[src/rtl/ysyx_23060072_fetch_ctrl_pkg.sv]
// Shared fetch-stage definitions: FSM encodings, default reset PC and bubble
// instruction, and the word-alignment helper used on redirect targets.
package ysyx_23060072_fetch_ctrl_pkg;

  localparam logic [1:0] FETCH_BOOT = 2'd0;
  localparam logic [1:0] FETCH_RUN  = 2'd1;
  localparam logic [1:0] FETCH_HALT = 2'd2;

  localparam logic [31:0] DEFAULT_RESET_PC = 32'h8000_0000;
  localparam logic [31:0] DEFAULT_NOP_INST = 32'h0000_0013;

  function automatic logic [31:0] align_word(input logic [31:0] addr);
    return {addr[31:2], 2'b00};
  endfunction

endpackage

[src/rtl/ysyx_23060072_if_id_reg.sv]
// IF/ID pipeline register: flush (bubble) beats load, otherwise all fields hold.
module ysyx_23060072_if_id_reg
  import ysyx_23060072_fetch_ctrl_pkg::*;
#(
  parameter logic [31:0] NOP_INST = DEFAULT_NOP_INST
) (
  input  logic        clk,
  input  logic        rst_n,
  input  logic        load_i,
  input  logic        flush_i,
  input  logic [31:0] pc_i,
  input  logic [31:0] inst_i,
  input  logic        misalign_i,
  output logic [31:0] id_pc_o,
  output logic [31:0] id_inst_o,
  output logic        id_valid_o,
  output logic        id_misalign_o
);

  logic [31:0] pc_q;
  logic [31:0] inst_q;
  logic        valid_q;
  logic        misalign_q;

  // NOTE: sequential state uses non-blocking assignments so every register
  // samples pre-edge values, independent of statement order.
  always_ff @(posedge clk or negedge rst_n) begin
    if (!rst_n) begin
      pc_q       <= 32'h0;
      inst_q     <= NOP_INST;
      valid_q    <= 1'b0;
      misalign_q <= 1'b0;
    end else if (flush_i) begin
      // The bubble keeps the old PC tag; only the payload and flags are killed.
      inst_q     <= NOP_INST;
      valid_q    <= 1'b0;
      misalign_q <= 1'b0;
    end else if (load_i) begin
      pc_q       <= pc_i;
      inst_q     <= inst_i;
      valid_q    <= 1'b1;
      misalign_q <= misalign_i;
    end
  end

  assign id_pc_o       = pc_q;
  assign id_inst_o     = inst_q;
  assign id_valid_o    = valid_q;
  assign id_misalign_o = misalign_q;

endmodule

[src/rtl/ysyx_23060072_fetch_ctrl.sv]
// Fetch control: PC register, BOOT/RUN/HALT FSM and IF/ID register.
// Optional performance counters are built when YSYX_23060072_FETCH_PERF_EN is defined.
module ysyx_23060072_fetch_ctrl
  import ysyx_23060072_fetch_ctrl_pkg::*;
#(
  parameter logic [31:0] RESET_PC = DEFAULT_RESET_PC,
  parameter logic [31:0] NOP_INST = DEFAULT_NOP_INST
) (
  input  logic        clk,
  input  logic        rst_n,
  input  logic        stall_i,
  input  logic        redirect_i,
  input  logic [31:0] redirect_pc_i,
  input  logic        halt_i,
  output logic [31:0] instr_addr_o,
  input  logic [31:0] inst_rdata_i,
  output logic [31:0] id_pc_o,
  output logic [31:0] id_inst_o,
  output logic        id_valid_o,
  output logic        id_misalign_o,
`ifdef YSYX_23060072_FETCH_PERF_EN
  output logic [31:0] perf_fetch_o,
  output logic [31:0] perf_stall_o,
  output logic [31:0] perf_flush_o,
`endif
  output logic        halted_o
);

  logic [1:0]  state_q, state_d;
  logic [31:0] pc_q, pc_d;
  logic        pend_q, pend_d;
  logic        ifid_load;
  logic        ifid_flush;

  // NOTE: every always_comb output gets a default first so no path leaves a
  // signal unassigned, which would otherwise infer a latch.
  always_comb begin
    state_d    = state_q;
    pc_d       = pc_q;
    pend_d     = pend_q;
    ifid_load  = 1'b0;
    ifid_flush = 1'b0;
    case (state_q)
      FETCH_BOOT: state_d = FETCH_RUN;
      FETCH_RUN: begin
        if (halt_i) begin
          state_d    = FETCH_HALT;
          ifid_flush = 1'b1;
        end else if (redirect_i) begin
          pc_d       = align_word(redirect_pc_i);
          pend_d     = |redirect_pc_i[1:0];
          ifid_flush = 1'b1;
        end else if (!stall_i) begin
          pc_d      = pc_q + 32'd4;
          pend_d    = 1'b0;
          ifid_load = 1'b1;
        end
      end
      default: ;  // HALT (and the unused encoding) freeze everything
    endcase
  end

  always_ff @(posedge clk or negedge rst_n) begin
    if (!rst_n) begin
      state_q <= FETCH_BOOT;
      pc_q    <= RESET_PC;
      pend_q  <= 1'b0;
    end else begin
      state_q <= state_d;
      pc_q    <= pc_d;
      pend_q  <= pend_d;
    end
  end

  // Straight from the register: the IFU address never depends on EX this cycle.
  assign instr_addr_o = pc_q;
  assign halted_o     = (state_q == FETCH_HALT);

  ysyx_23060072_if_id_reg #(
    .NOP_INST (NOP_INST)
  ) u_if_id_reg (
    .clk           (clk),
    .rst_n         (rst_n),
    .load_i        (ifid_load),
    .flush_i       (ifid_flush),
    .pc_i          (pc_q),
    .inst_i        (inst_rdata_i),
    .misalign_i    (pend_q),
    .id_pc_o       (id_pc_o),
    .id_inst_o     (id_inst_o),
    .id_valid_o    (id_valid_o),
    .id_misalign_o (id_misalign_o)
  );

`ifdef YSYX_23060072_FETCH_PERF_EN
  logic [31:0] perf_fetch_q;
  logic [31:0] perf_stall_q;
  logic [31:0] perf_flush_q;
  logic        in_run;

  assign in_run = (state_q == FETCH_RUN);

  always_ff @(posedge clk or negedge rst_n) begin
    if (!rst_n) begin
      perf_fetch_q <= 32'h0;
      perf_stall_q <= 32'h0;
      perf_flush_q <= 32'h0;
    end else begin
      if (ifid_load)                          perf_fetch_q <= perf_fetch_q + 32'd1;
      if (in_run && stall_i && !redirect_i)   perf_stall_q <= perf_stall_q + 32'd1;
      if (in_run && !halt_i && redirect_i)    perf_flush_q <= perf_flush_q + 32'd1;
    end
  end

  assign perf_fetch_o = perf_fetch_q;
  assign perf_stall_o = perf_stall_q;
  assign perf_flush_o = perf_flush_q;
`endif

endmodule

[config.mk]
export PLATFORM = sky130hd
export DESIGN_NAME = ysyx_23060072_fetch_ctrl
export DESIGN_NICKNAME = d
export VERILOG_FILES = /design/src/rtl/ysyx_23060072_fetch_ctrl_pkg.sv /design/src/rtl/ysyx_23060072_if_id_reg.sv /design/src/rtl/ysyx_23060072_fetch_ctrl.sv
export SDC_FILE = /design/constraint.sdc
export NUM_CORES = 1
export LEC_CHECK = 0
export BUFFER_PORTS_ARGS = -buffer_cell sky130_fd_sc_hd__buf_2
export CAP_MARGIN = 20
export CORE_MARGIN = 8
export CORE_UTILIZATION = 49
export CTS_CLUSTER_SIZE = 16
export DETAILED_ROUTE_END_ITERATION = 16
export PLACE_DENSITY = 0.84
export SETUP_SLACK_MARGIN = 0.05
export SYNTH_ARGS = -nofsm -noshare
export SYNTH_HDL_FRONTEND = slang
export SYNTH_SLANG_ARGS = --single-unit
export TNS_END_PERCENT = 10
[constraint.sdc]
create_clock -name clk -period 4.4 [get_ports clk]
set_clock_uncertainty 0.05 [all_clocks]
set_input_delay 0.44 -clock clk [delete_from_list [all_inputs] [get_ports clk]]
set_output_delay 0.44 -clock clk [all_outputs]
set_load 0.005 [all_outputs]
Word-level counts from Yosys, hierarchy flattened --
Cells that the tools add are included.
Operators by class: $add $sub $neg 1, equality and inequality tests 4, multiplexer cells 19, bitwise logic cells 2, reductions and logical operators 7
Operators by type and width (number):
- $mux W32 | 4
- $add A32 B3 Y32 const B | 1
- $mux W1 | 13
- $pmux W2 S2 | 1
- $reduce_and A2 Y1 | 2
- $reduce_bool A2 Y1 | 2
- $reduce_and A3 Y1 | 1
- $eq A2 B1 Y1 const B | 1
- $eq A2 B2 Y1 const B | 1
- $logic_not A2 Y1 | 1
- $mux W2 | 1
- $ne A2 B1 Y1 const B | 1
- $ne A2 B2 Y1 const B | 1
- $not A1 Y1 | 2
- $reduce_or A2 Y1 | 1
Storage, ports and cells: register bits 101, input port bits 69, output and inout port bits 99, word-level logic and storage cells 40

Depth between registers and ports, before layout --
Gate-level depths: netlist of run 1.
word-level depth 6, gate-level depth with buffers 8

By module --
Synthesis of run 1 repeated with hierarchy kept, for this count alone.
Second synthesis, totals: cell total of the unflattened synthesis 440, area, all modules 4906.0 um^2
By module, submodules not included:
- ysyx_23060072_if_id_reg | times used 1, cells each 179, area an instance 2725.1 um^2
- ysyx_23060072_fetch_ctrl | times used 1, cells each 261, area an instance 2180.8 um^2

Least setup slack after synthesis of run 1 --
No wires, ideal clock.
path type register -> register, from reg pc_q[2], in the netlist instr_addr_o[2], to reg pc_q[16], in the netlist instr_addr_o[16], arrival 1.819 ns, required time 4.229 ns, path slack 2.410 ns, stages on the path, launching flop included 7, buffers on the path 0, cells stage by stage dfrtp_1 ha_1 nand3_1 nor3_1 nand2_1 a21o_1 a22o_1
Between the ends: cells in the longest elaborated chain, start to end 3
Ends and longest elaborated chain:
- start: declaration | line ysyx_23060072_fetch_ctrl.sv:30 | logic [31:0] pc_q, pc_d;
- start signal: assignment | line ysyx_23060072_fetch_ctrl.sv:70 | pc_q <= pc_d;
- $add A32 B3 Y32 | line ysyx_23060072_fetch_ctrl.sv:54 | pc_d = pc_q + 32'd4;
- $mux W32 | line ysyx_23060072_fetch_ctrl.sv:53 | end else if (!stall_i) begin
- $mux W32 | line ysyx_23060072_fetch_ctrl.sv:49 | end else if (redirect_i) begin
Every way passes these cells. The select of a mux whose other input is x is not followed. A chain may end at the register's enable or synchronous reset.

Worst setup path after layout of run 1 --
from in redirect_i, to reg pc_q[23], in the netlist instr_addr_o[23]
Between the ends: cells in the longest elaborated chain, start to end 2, elaborated cells on any way between the ends 3, those cells by class 1 x eq/ne; 1 x mux; 1 x reduce/logical
Ends and longest elaborated chain:
- start: declaration | line ysyx_23060072_fetch_ctrl.sv:12 | input logic redirect_i,
- $ne A2 B1 Y1 (no line)
- $reduce_and A3 Y1 (no line)
Several ways; a longest one is shown, not always the timed one.

==> results of run 1 <==
through the flow:
step | std cells | hold slack (ns) | utilization, % | area, um2
2_1_floorplan | 463 | 0.0944 | - | 4450
3_3_place_gp | 704 | 0.393 | 60.5 | 5300
3_5_place_dp | 704 | 0.411 | 60.5 | 5300
4_1_cts | 720 | 0.201 | 63.0 | 5530
5_1_grt | 723 | 0.207 | 63.6 | 5570
6_report | 723 | 0.172 | 63.6 | 5570
registers in the layout, summed over array words and instances, names as in the netlist:
name and flops:
pend_q 1, u_if_id_reg.id_inst_o 32, u_if_id_reg.id_pc_o 30, state_q 2
u_if_id_reg.id_valid_o 1, instr_addr_o 30, u_if_id_reg.id_misalign_o 1
final cells by class:
class / count / area [um2]
Fill cell: 771 / 3190
Sequential cell: 97 / 2430
Multi-Input combinational cell: 327 / 1860
Timing Repair Buffer: 170 / 898
Tap cell: 108 / 135
Clock buffer: 9 / 124
Clock inverter: 7 / 98.8
Inverter: 4 / 15.0
Antenna cell: 1 / 2.50
where the power goes:
part	leakage, nW	total [W]	internal (W)	switching [W]
clock network	0.111	0.000660	0.000326	0.000334
registers	1.28	0.00104	0.000965	0.0000759
logic	1.56	0.000254	0.000126	0.000129
worst max-delay path, cell delays in order:
cell and delay [ns]:
sky130_fd_sc_hd__buf_2 0.08, sky130_fd_sc_hd__buf_4 0.46, sky130_fd_sc_hd__nor2b_1 0.15, sky130_fd_sc_hd__or3_1 0.78, sky130_fd_sc_hd__or3_1 0.49, sky130_fd_sc_hd__mux2_2 0.26, sky130_fd_sc_hd__nand3_1 0.06
kinds of logic after synthesis:
group           Yosys count  synth area share [%]
fa+ha+maj                 1                 0.282
flops                    97                  54.7
compound gates          123                  19.5
mux                       5                  1.15
other cells               1                0.0844
buf+inv                  39                  3.75
simple gates            194                  20.5
worst max path at each step:
stage / startpoint / to / slack [ns]
finish: redirect_i / instr_addr_o[23] / 1.91
global route: redirect_i / instr_addr_o[23] / 1.76
global placement: redirect_i / instr_addr_o[23] / 1.65
CTS: redirect_i / instr_addr_o[23] / 1.96
floorplan: instr_addr_o[2] / instr_addr_o[16] / 2.41
detailed placement: redirect_i / instr_addr_o[23] / 1.60
layout by cell type, fill, tap and decap left out, drive strengths merged, types with 2 or more instances in the layout:
cell and instances:
dfrtp 93, nor2 19, inv 7, o21ai 26, a21oi 22, nor2b 3
nand3 13, and4 2, nand2 110, a22o 31, nand4 10, clkbuf 9
a211oi 4, a31oi 3, and3 5, or3 6, a32oi 3, a311oi 2
a21o 3, nor3 15, bufinv 2, or2 2, o22a 5, a22oi 2
and2 2, a31o 3, a2bb2oi 2, or4 2, mux2i 4, o22ai 7
buf 170, dfstp 4, nor4 3, conb 4
metal layers:
| metal | global-route usage [%] | wire length (um) | vias to the layer above |
|---|---|---|---|
| met4 | 4.27 | 102 | 2 |
| met5 | 0 | 8 | - |
| met3 | 7.36 | 1140 | 14 |
| met2 | 31.7 | 6320 | 187 |
| li1 | - | - | 1943 |
| met1 | 25.8 | 5470 | 1990 |
==> summary.json, run 1 <==
{
  "run_status": "complete, no violations",
  "slew_headroom_pct": 27.2,
  "end_kind": "register",
  "drive_above_1_share_pct": 33.2,
  "cellLeakagePower_nw": 2.95,
  "areaGrowthSynthToFinish_pct": 25.4,
  "worst-path-max-fanout": 58,
  "detail-route-antenna-nets": 0,
  "ys_types": 54,
  "synthTopCellsByArea": "sky130_fd_sc_hd__dfrtp_1 (52%), sky130_fd_sc_hd__nand2_1 (9.3%), sky130_fd_sc_hd__a22o_1 (6.1%)",
  "setup_viol_count_final": 0,
  "core_um2": 8760,
  "ys_seq_area_share_pct": 54.7,
  "synth_enable_flop_cells": 0,
  "grt_remaining_overflow": 0,
  "final_hold_viol_count": 0,
  "setup_crit_path_kind": "primary input to register",
  "peakVddDrop_mv": 0.176,
  "clock_sink_count": 97,
  "synth_top_cells_by_count": "sky130_fd_sc_hd__nand2_1 (110), sky130_fd_sc_hd__dfrtp_1 (93), sky130_fd_sc_hd__a22o_1 (31), sky130_fd_sc_hd__clkbuf_1 (27), sky130_fd_sc_hd__o21ai_0 (26)",
  "synth_top_area_share_pct": 52.4,
  "timing.rr.end": "instr_addr_o[23]",
  "worstSkewPairLatency_ns": 0.36,
  "num_io_pins": 168,
  "cts-root-buf": "sky130_fd_sc_hd__clkbuf_8",
  "synth_top_cell_by_area": "sky130_fd_sc_hd__dfrtp_1",
  "floorplan.die_area_um2": 12400,
  "antenna_violations_before_repair": 2,
  "drv.max_cap_violation_count": 0,
  "number_of_rows_in_the_core_area": 34,
  "setup_repair_after_global_routing_missed_its_margin": "false",
  "final.period_utilization_pct": 56.5,
  "synth_warnings": 0,
  "dp_slack_ns": 1.60,
  "route.detailed.vias_per_inst": 5.72,
  "synth-seq-cells": 97,
  "detail_route.iter0.violations": 334,
  "worstPathArrival_ns": 2.74,
  "total_routing_usage_gr_pct": 20.1,
  "die-height_um": 111,
  "design.final.nets": 679,
  "start_util_pct": 50.7,
  "cts_post_setup_buffers_inserted": 0,
  "drt_pre_antenna_iters": 7,
  "port_buffers": 163,
  "async_reset_ff_share_pct": 100,
  "cts_tree": "done",
  "regToRegStartpoint": "state_q[1]",
  "cellPowerDensity_nw_per_um2": 351,
  "post-route-drc-count": 0,
  "number_of_buffers_inserted_by_hold_repair_at_cts": 0,
  "dpl.hpwl_um": 9250,
  "cts.path.max_buffers": 2,
  "fin_setup_tns_ns": 0,
  "clk_pin_slew_ns": 0.10,
  "first_global_vias": 3914,
  "worst_setup_path_start_kind": "primary input",
  "hp-class": "primary input to async pin",
  "total_power_w": 0.00195,
  "synthFlopType": "sky130_fd_sc_hd__dfrtp_1",
  "worstMarginPinSlew_ns": 1.09,
  "post_cts_resized": 0,
  "avgRoutedWirePerCell_um": 18.0,
  "cts_buffers": 9,
  "die_w_um": 111,
  "place_congestion": 0.858,
  "worst_slack_ns": 1.91,
  "synthMostInstantiatedCell": "sky130_fd_sc_hd__nand2_1",
  "synth_area_per_cell_um2": 9.66,
  "final.min_clock_period_ns": 2.49,
  "fmaxAchievable_mhz": 402,
  "report.final.slew_viol_count": 0,
  "grt_max_degree": 75,
  "worst_r2r_path_depth": 5,
  "netlist_instances": 460,
  "routed_wirelength_um": 13000,
  "reg2reg_setup_slack_ns": 1.94,
  "synthesis.area_um2": 4440,
  "htree_levels": 3,
  "global_route_wire_length_before_repair_um": 20600,
  "worst-endpoint-required_ns": 4.65,
  "via_count": 4136
}
Note: power is estimated with default switching activity, not from simulation.
==> run 2, diff against run 1 <==
ABC_AREA = 1   (was not set)
PLACE_DENSITY = 0.83   (was 0.84)
clock period = 2.4 ns   (was 4.4 ns; I/O delays follow)
==> run 2 against run 1 <==
  * Sequential share of layout area shrank 1.9 points
  * Final cell count grew 21%
  * Clock-buffer cell count is the same
  * Routed wire length grew 11%
  * Hold slack lost 0.13 ns
  * Synthesized cell count grew 27%
  * Clock power grew 77%
  * Critical path type is now register to register
  * Critical endpoint is now instr_addr_o[22]
  * Largest cell class unchanged
==> summary.json, run 2 <==
{
  "run_status": "complete, no violations",
  "worstSkewPairLatency": {"value": 0.37, "unit": "ns", "change": "about the same"},
  "place_congestion": {"value": 0.894, "change": "+4.2%"},
  "cts.path.max_buffers": {"value": 2, "change": "unchanged"},
  "grt_max_degree": {"value": 51, "change": "-32%"},
  "antenna-diode-count": {"value": 0, "change": "-1"},
  "async_reset_ff_share": {"value": 100, "unit": "%", "change": "unchanged"},
  "number_of_rows_in_the_core_area": {"value": 35, "change": "+2.9%"},
  "worstMarginPinSlew": {"value": 0.940, "unit": "ns", "change": "-0.152 ns"},
  "setup_crit_path_kind": "register to register",
  "drt_pre_antenna_iters": {"value": 6, "change": "-1"},
  "synth_area_per_cell": {"value": 8.02, "unit": "um2", "change": "-17%"},
  "cts-root-buf": "sky130_fd_sc_hd__clkbuf_8",
  "synth_top_area_share": {"value": 49.5, "unit": "%", "change": "-2.9 points"},
  "setup_viol_count_final": {"value": 0, "change": "unchanged"},
  "via_count": {"value": 4641, "change": "+12%"},
  "setup_repair_after_global_routing_missed_its_margin": "false",
  "layout_commonest_cell": "sky130_fd_sc_hd__nand2_1",
  "post_cts_resized": {"value": 0, "change": "unchanged"},
  "design.final.nets": {"value": 812, "change": "+20%"},
  "synth_top_cell_by_area": "sky130_fd_sc_hd__dfrtp_1",
  "first_global_vias": {"value": 4346, "change": "+11%"},
  "htree_levels": {"value": 3, "change": "unchanged"},
  "ys_types": {"value": 32, "change": "-41%"},
  "register_area": {"value": 2430, "unit": "um2", "change": "unchanged"},
  "cellLeakagePower": {"value": 3.15, "unit": "nW", "change": "+6.7%"},
  "placement.cell_area": {"value": 5600, "unit": "um2", "change": "+5.5%"},
  "cts_buffers": {"value": 9, "change": "unchanged"},
  "post-route-drc-count": {"value": 0, "change": "unchanged"},
  "share_seq_of_total_power": {"value": 53.9, "unit": "%", "change": "+0.7 points"},
  "die_w": {"value": 114, "unit": "um", "change": "+2.5%"},
  "start_util": {"value": 50.6, "unit": "%", "change": "-0.066 points"},
  "power_switching_share": {"value": 28.0, "unit": "%", "change": "+0.43 points"},
  "routed_wirelength": {"value": 14400, "unit": "um", "change": "+11%"},
  "synth_top_cells_by_count": "sky130_fd_sc_hd__nand2_1 (183), sky130_fd_sc_hd__dfrtp_1 (93), sky130_fd_sc_hd__nor2_1 (72), sky130_fd_sc_hd__o21ai_0 (51), sky130_fd_sc_hd__inv_1 (45)",
  "end_kind": "register",
  "clk_pin_slew": {"value": 0.12, "unit": "ns", "change": "+0.02 ns"},
  "synthesis.area": {"value": 4700, "unit": "um2", "change": "+5.8%"},
  "core": {"value": 9280, "unit": "um2", "change": "+5.9%"},
  "synthFlopType": "sky130_fd_sc_hd__dfrtp_1",
  "grt_remaining_overflow": {"value": 0, "change": "unchanged"},
  "synth_warnings": {"value": 0, "change": "unchanged"},
  "worst-path-max-fanout": {"value": 7, "change": "-88%"},
  "internal_power": {"value": 0.00230, "unit": "W", "change": "+63%"},
  "comb_power_share": {"value": 9.5, "unit": "%", "change": "-3.5 points"},
  "total_switching_power": {"value": 0.000896, "unit": "W", "change": "+66%"},
  "worst_setup_path_start_kind": "register",
  "final_hold_viol_count": {"value": 0, "change": "unchanged"},
  "clock_sink_count": {"value": 97, "change": "unchanged"},
  "final_design_area_no_fill": {"value": 5820, "unit": "um2", "change": "+4.6%"},
  "power_frac_clock": {"value": 36.6, "unit": "%", "change": "+2.8 points"},
  "worstPathArrival": {"value": 2.04, "unit": "ns", "change": "-0.70 ns"},
  "hp-class": "primary input to register",
  "total_routing_usage_gr": {"value": 21.8, "unit": "%", "change": "+1.7 points"},
  "floorplan.die_area": {"value": 13000, "unit": "um2", "change": "+5.0%"},
  "worst-endpoint-required": {"value": 2.62, "unit": "ns", "change": "-2.03 ns"},
  "report.final.slew_viol_count": {"value": 0, "change": "unchanged"},
  "slew_headroom": {"value": 37.3, "unit": "%", "change": "+10 points"},
  "antenna_violations_before_repair": {"value": 0, "change": "-2"},
  "synthMostInstantiatedCell": "sky130_fd_sc_hd__nand2_1",
  "drv.max_cap_violation_count": {"value": 0, "change": "unchanged"},
  "cts_tree": "done",
  "synth_enable_flop_cells": {"value": 0, "change": "unchanged"},
  "final.period_utilization_pct": 75.5,
  "peakVddDrop": {"value": 0.347, "unit": "mV", "change": "+97%"},
  "fillerInstances": {"value": 833, "change": "+8.0%"},
  "dpl.hpwl": {"value": 11000, "unit": "um", "change": "+19%"},
  "final.min_clock_period_ns": 1.81,
  "netlist_instances": {"value": 586, "change": "+27%"},
  "ys_seq_area_share": {"value": 51.7, "unit": "%", "change": "-3.0 points"},
  "multi_input_comb_area": {"value": 1940, "unit": "um2", "change": "+4.0%"},
  "synthTopCellsByArea": "sky130_fd_sc_hd__dfrtp_1 (50%), sky130_fd_sc_hd__nand2_1 (15%), sky130_fd_sc_hd__nor2_1 (5.7%)",
  "most_frequent_cells_in_the_layout": "sky130_fd_sc_hd__nand2_1 (183), sky130_fd_sc_hd__buf_2 (162), sky130_fd_sc_hd__dfrtp_1 (93)",
  "areaGrowthSynthToFinish_pct": 23.9,
  "die-height": {"value": 114, "unit": "um", "change": "+2.5%"},
  "route.detailed.vias_per_inst": {"value": 5.30, "change": "-7.4%"},
  "avgRoutedWirePerCell": {"value": 16.5, "unit": "um", "change": "-8.8%"},
  "largest_reg_flops": {"value": 32, "change": "unchanged"},
  "fmaxAchievable_mhz": 552,
  "drive_above_1_share": {"value": 27.4, "unit": "%", "change": "-5.8 points"},
  "port_buffers": {"value": 163, "change": "unchanged"},
  "cellPowerDensity": {"value": 549, "unit": "nW/um2", "change": "+56%"},
  "synth-seq-cells": {"value": 97, "change": "unchanged"},
  "global_route_wire_length_before_repair": {"value": 22600, "unit": "um", "change": "+9.9%"},
  "detail_route.iter0.violations": {"value": 461, "change": "+38%"},
  "num_io_pins": {"value": 168, "change": "unchanged"},
  "fin_setup_tns": {"value": 0, "unit": "ns", "change": "unchanged"},
  "detail-route-antenna-nets": {"value": 0, "change": "unchanged"}
}
run 2: cell types whose count changed in the layout (fill, tap and decap cells not counted), moves of 6 or more:
cell	change
sky130_fd_sc_hd__nand4_1	-9
sky130_fd_sc_hd__nor2_1	+53
sky130_fd_sc_hd__nand2_1	+73
sky130_fd_sc_hd__nand3_1	+22
sky130_fd_sc_hd__or3_1	-6
sky130_fd_sc_hd__nor3_1	-10
sky130_fd_sc_hd__o21ai_0	+25
sky130_fd_sc_hd__a21oi_1	-15
sky130_fd_sc_hd__inv_1	+41
run 2: per-stage QoR:
stage                     cells  power (W)  setup slack [ns]  utilization (%)  hold slack (ns)
after floorplan             589    0.00188             0.901                -           -0.106
after global placement      859    0.00205             0.682             60.3            0.231
after detailed placement    859    0.00206             0.556             60.3            0.236
after CTS                   876    0.00322             0.612             62.7           0.0335
after global routing        876    0.00333             0.403             62.7           0.0320
final                       876    0.00320             0.587             62.7           0.0383
run 2: worst max-delay path, cell delays in order, from the launching register on:
cell and delay [ns]:
sky130_fd_sc_hd__dfrtp_1 0.45, sky130_fd_sc_hd__ha_1 0.20, sky130_fd_sc_hd__nand2_1 0.10, sky130_fd_sc_hd__nor2_2 0.18, sky130_fd_sc_hd__nand2_2 0.16, sky130_fd_sc_hd__nor2_2 0.24, sky130_fd_sc_hd__nand2_1 0.07, sky130_fd_sc_hd__nand2_1 0.06
sky130_fd_sc_hd__nand3_1 0.08, sky130_fd_sc_hd__nand2_1 0.07, sky130_fd_sc_hd__nand2_1 0.05
run 2: kinds of logic after synthesis:
group | synth area share, %
buf+inv | 7.27
simple gates | 26.1
flops | 51.7
xor+xnor | 0.186
fa+ha+maj | 0.266
other cells | 0.0798
compound gates | 14.4
run 2: worst paths after layout:
path	startpoint	to	slack (ns)	cells after the start
max	instr_addr_o[3]	instr_addr_o[22]	0.59	10
min	inst_rdata_i[29]	u_if_id_reg.id_inst_o[29]	0.04	2
max in group asynchronous	rst_n	instr_addr_o[31]	1.19	3
min in group asynchronous	rst_n	u_if_id_reg.id_inst_o[13]	0.37	2
min reg2reg	u_if_id_reg.id_pc_o[8]	u_if_id_reg.id_pc_o[8]	0.43	2
max reg2reg	instr_addr_o[3]	instr_addr_o[22]	0.59	10
run 2: final cells by class:
type / count / share of cell area [%]
clock buffer: 9 / 2.13
clock inverter: 7 / 1.63
inverter: 50 / 3.22
multi-input combinational: 414 / 33.3
sequential: 97 / 41.8
tap: 129 / 2.77
timing repair buffer: 170 / 15.2
run 2: metal layers:
layer | wire length, um | global-route usage [%] | share of wire [%]
met1 | 6670 | 30.2 | 46
met2 | 6320 | 33.2 | 44
met3 | 1180 | 5.07 | 8.2
met4 | 245 | 6.65 | 1.7
met5 | 0 | 0 | 0
run 2: power groups by stage:
stage,clock (W),sequential (W),combinational (W)
after floorplan,0,0.00174,0.000134
after global placement,0,0.00175,0.000299
after detailed placement,0,0.00175,0.000304
after CTS,0.00119,0.00172,0.000306
after global routing,0.00126,0.00173,0.000346
final,0.00117,0.00172,0.000304
run 2: repair_timing:
action	4_1_cts	5_1_grt
hold endpoints to repair	44	0
hold buffers	1	0
setup buffers	0	0
==> run 3, diff against run 2 <==
clock period = 1.7 ns   (was 2.4 ns; I/O delays follow)
==> run 3 against run 2 <==
  * The run now ends with hold timing left
  * Via count rose by 6.1%
  * Clock power grew 26%
  * Flip-flop and latch count stayed put
  * Critical endpoint is now u_if_id_reg.id_inst_o[11]
  * Largest cell class unchanged
  * Register-to-register slack got worse by 0.49 ns
  * Core utilization grew 5.6 points
  * Largest power group unchanged
  * Maximum frequency increased by 13%
  * Clock-buffer cell count unchanged
  * Routed wire length grew 13%
  * Design area grew 9.0%
  * Highest routed layer unchanged
==> summary.json, run 3 (synthesis results as in run 2) <==
{
  "antenna-diode-count": {"value": 0, "change": "unchanged"},
  "via_count": {"value": 4925, "change": "+6.1%"},
  "crit_path_max_incr_delay": {"value": 0.45, "unit": "ns", "change": "about the same"},
  "end_kind": "register",
  "fmaxAchievable": {"value": 624, "unit": "MHz", "change": "+13%"},
  "cts-root-buf": "sky130_fd_sc_hd__clkbuf_8",
  "die_w": {"value": 114, "unit": "um", "change": "unchanged"},
  "grt_remaining_overflow": {"value": 0, "change": "unchanged"},
  "layout_commonest_cell": "sky130_fd_sc_hd__nand2_1",
  "num_io_pins": {"value": 168, "change": "unchanged"},
  "first_global_vias": {"value": 4804, "change": "+11%"},
  "critical_path.cell_chain": "inv_2, nand2_2, inv_1, nand3_2, inv_2, a22o_1",
  "design.final.nets": {"value": 861, "change": "+6.0%"},
  "setup_crit_path_kind": "register to register",
  "number_of_rows_in_the_core_area": {"value": 35, "change": "unchanged"},
  "avgRoutedWirePerCell": {"value": 17.6, "unit": "um", "change": "+6.9%"},
  "report.final.slew_viol_count": {"value": 0, "change": "unchanged"},
  "areaGrowthSynthToFinish_pct": 35.0,
  "grt_max_degree": {"value": 47, "change": "-7.8%"},
  "worstMarginPinSlew": {"value": 0.580, "unit": "ns", "change": "-0.360 ns"},
  "total_power": {"value": 0.00448, "unit": "W", "change": "+40%"},
  "place_congestion": {"value": 0.942, "change": "+5.4%"},
  "htree_levels": {"value": 3, "change": "unchanged"},
  "start_util": {"value": 50.6, "unit": "%", "change": "unchanged"},
  "clk_pin_slew": {"value": 0.11, "unit": "ns", "change": "about the same"},
  "final_hold_viol_count": {"value": 1, "change": "+1"},
  "drive_above_1_share": {"value": 31.0, "unit": "%", "change": "+3.6 points"},
  "peakVddDrop": {"value": 0.342, "unit": "mV", "change": "-1.5%"},
  "fillerInstances": {"value": 795, "change": "-4.6%"},
  "clock_sink_count": {"value": 97, "change": "unchanged"},
  "setup_repair_after_global_routing_missed_its_margin": "true",
  "floorplan.die_area": {"value": 13000, "unit": "um2", "change": "unchanged"},
  "post-route-drc-count": {"value": 0, "change": "unchanged"},
  "cts_tree": "done",
  "fin_setup_tns": {"value": 0, "unit": "ns", "change": "unchanged"},
  "global_route_wire_length_before_repair": {"value": 25200, "unit": "um", "change": "+12%"},
  "route.detailed.vias_per_inst": {"value": 5.32, "change": "+0.50%"},
  "die-height": {"value": 114, "unit": "um", "change": "unchanged"},
  "core": {"value": 9280, "unit": "um2", "change": "unchanged"},
  "cts.path.max_buffers": {"value": 2, "change": "unchanged"},
  "run_status": "finished, violations left",
  "antenna_violations_before_repair": {"value": 0, "change": "unchanged"},
  "slew_headroom": {"value": 61.3, "unit": "%", "change": "+24 points"},
  "critPathSlowestCell": "sky130_fd_sc_hd__inv_2",
  "cts_buffers": {"value": 9, "change": "unchanged"},
  "final.period_utilization": {"value": 94.3, "unit": "%", "change": "+19 points"},
  "cellPowerDensity": {"value": 706, "unit": "nW/um2", "change": "+28%"},
  "worst_setup_path_start_kind": "register",
  "port_buffers": {"value": 163, "change": "unchanged"},
  "final.min_clock_period": {"value": 1.60, "unit": "ns", "change": "-0.209 ns"},
  "setup_viol_count_final": {"value": 0, "change": "unchanged"},
  "largest_reg_flops": {"value": 32, "change": "unchanged"},
  "worstPathArrival": {"value": 1.85, "unit": "ns", "change": "-0.19 ns"},
  "most_frequent_cells_in_the_layout": "sky130_fd_sc_hd__nand2_1 (181), sky130_fd_sc_hd__buf_2 (162), sky130_fd_sc_hd__dfrtp_1 (88)",
  "detail_route.iter0.violations": {"value": 444, "change": "-3.7%"},
  "detail-route-antenna-nets": {"value": 0, "change": "unchanged"},
  "total_routing_usage_gr": {"value": 24.5, "unit": "%", "change": "+2.6 points"},
  "cellLeakagePower": {"value": 3.37, "unit": "nW", "change": "+6.9%"},
  "violations": "hold timing",
  "critical_path.most_common_cell": "sky130_fd_sc_hd__inv_2",
  "hp-class": "primary input to register",
  "drt_pre_antenna_iters": {"value": 4, "change": "-2"},
  "drv.max_cap_violation_count": {"value": 0, "change": "unchanged"},
  "dpl.hpwl": {"value": 11600, "unit": "um", "change": "+5.6%"},
  "worstSkewPairLatency": {"value": 0.37, "unit": "ns", "change": "about the same"},
  "routed_wirelength": {"value": 16300, "unit": "um", "change": "+13%"},
  "timing.hold.ws": {"value": -0.00279, "unit": "ns", "change": "-0.0411 ns"},
  "worst-path-max-fanout": {"value": 33, "change": "+26"},
  "worst-endpoint-required": {"value": 1.95, "unit": "ns", "change": "-0.67 ns"}
}
run 3: cell types whose count changed in the layout (fill, tap and decap cells not counted), sizes merged:
cell / change
dlygate4sd3: +29
buf: +20
clkinvlp: +2
bufinv: -1
clkinv: -1
run 3: layout make-up:
cell class	count	area, um2	share of cell area [%]
clock buffers	9	124	1.95
clock inverters	7	60.1	0.946
inverters	50	190	3.00
multi-input cells	414	2030	32.0
flip-flops and latches	97	2440	38.4
well taps	129	161	2.54
repair buffers	219	1340	21.2
run 3: path summary, 6_finish.rpt:
check | start | end | slack [ns] | depth (start not counted)
setup / recovery | state_q[1] | u_if_id_reg.id_inst_o[11] | 0.1 | 6
hold / removal | inst_rdata_i[22] | u_if_id_reg.id_inst_o[22] | -0.003 | 2
hold reg to reg | u_if_id_reg.id_pc_o[11] | u_if_id_reg.id_pc_o[11] | 0.43 | 2
min in group asynchronous | rst_n | u_if_id_reg.id_inst_o[3] | 0.25 | 2
max in group asynchronous | rst_n | u_if_id_reg.id_inst_o[0] | 0.66 | 3
setup reg to reg | state_q[1] | u_if_id_reg.id_inst_o[11] | 0.1 | 6
run 3: critical path, delay by kind of cell, from the launching register on:
family	cells	cell delay, ns
buf+inv	3	0.61
simple gates	2	0.19
flops	1	0.39
compound gates	1	0.28
run 3: stage by stage:
stage | cells | utilization [%] | cell area [um2] | worst slack (ns)
after floorplan | 589 | - | 4710 | 0.201
after global placement | 876 | 61.8 | 5740 | 0.114
after detailed placement | 876 | 61.8 | 5740 | 0.0358
after CTS | 922 | 67.0 | 6220 | 0.0552
after global routing | 925 | 68.4 | 6350 | 0.0195
final | 925 | 68.4 | 6350 | 0.0963
run 3: repair_timing:
| action | CTS | global route |
|---|---|---|
| setup buffers | 0 | 3 |
| hold buffers | 30 | 0 |
| endpoints found under the hold margin | 59 | 0 |
| resized for setup | 1 | 32 |
| endpoints found under the setup margin | 2 | 32 |
| pin swaps | 0 | 8 |
run 3: metal layers:
layer | track usage, % | wire length (um)
met1 | 31.8 | 7190
met2 | 40.5 | 7660
met3 | 4.70 | 1210
met4 | 7.19 | 212
met5 | 0 | 0
run 3: power breakdown:
group	internal [W]	switching [W]
combinational	0.000248	0.000316
sequential	0.00236	0.0000705
clock	0.000562	0.000922
total	0.00317	0.00131
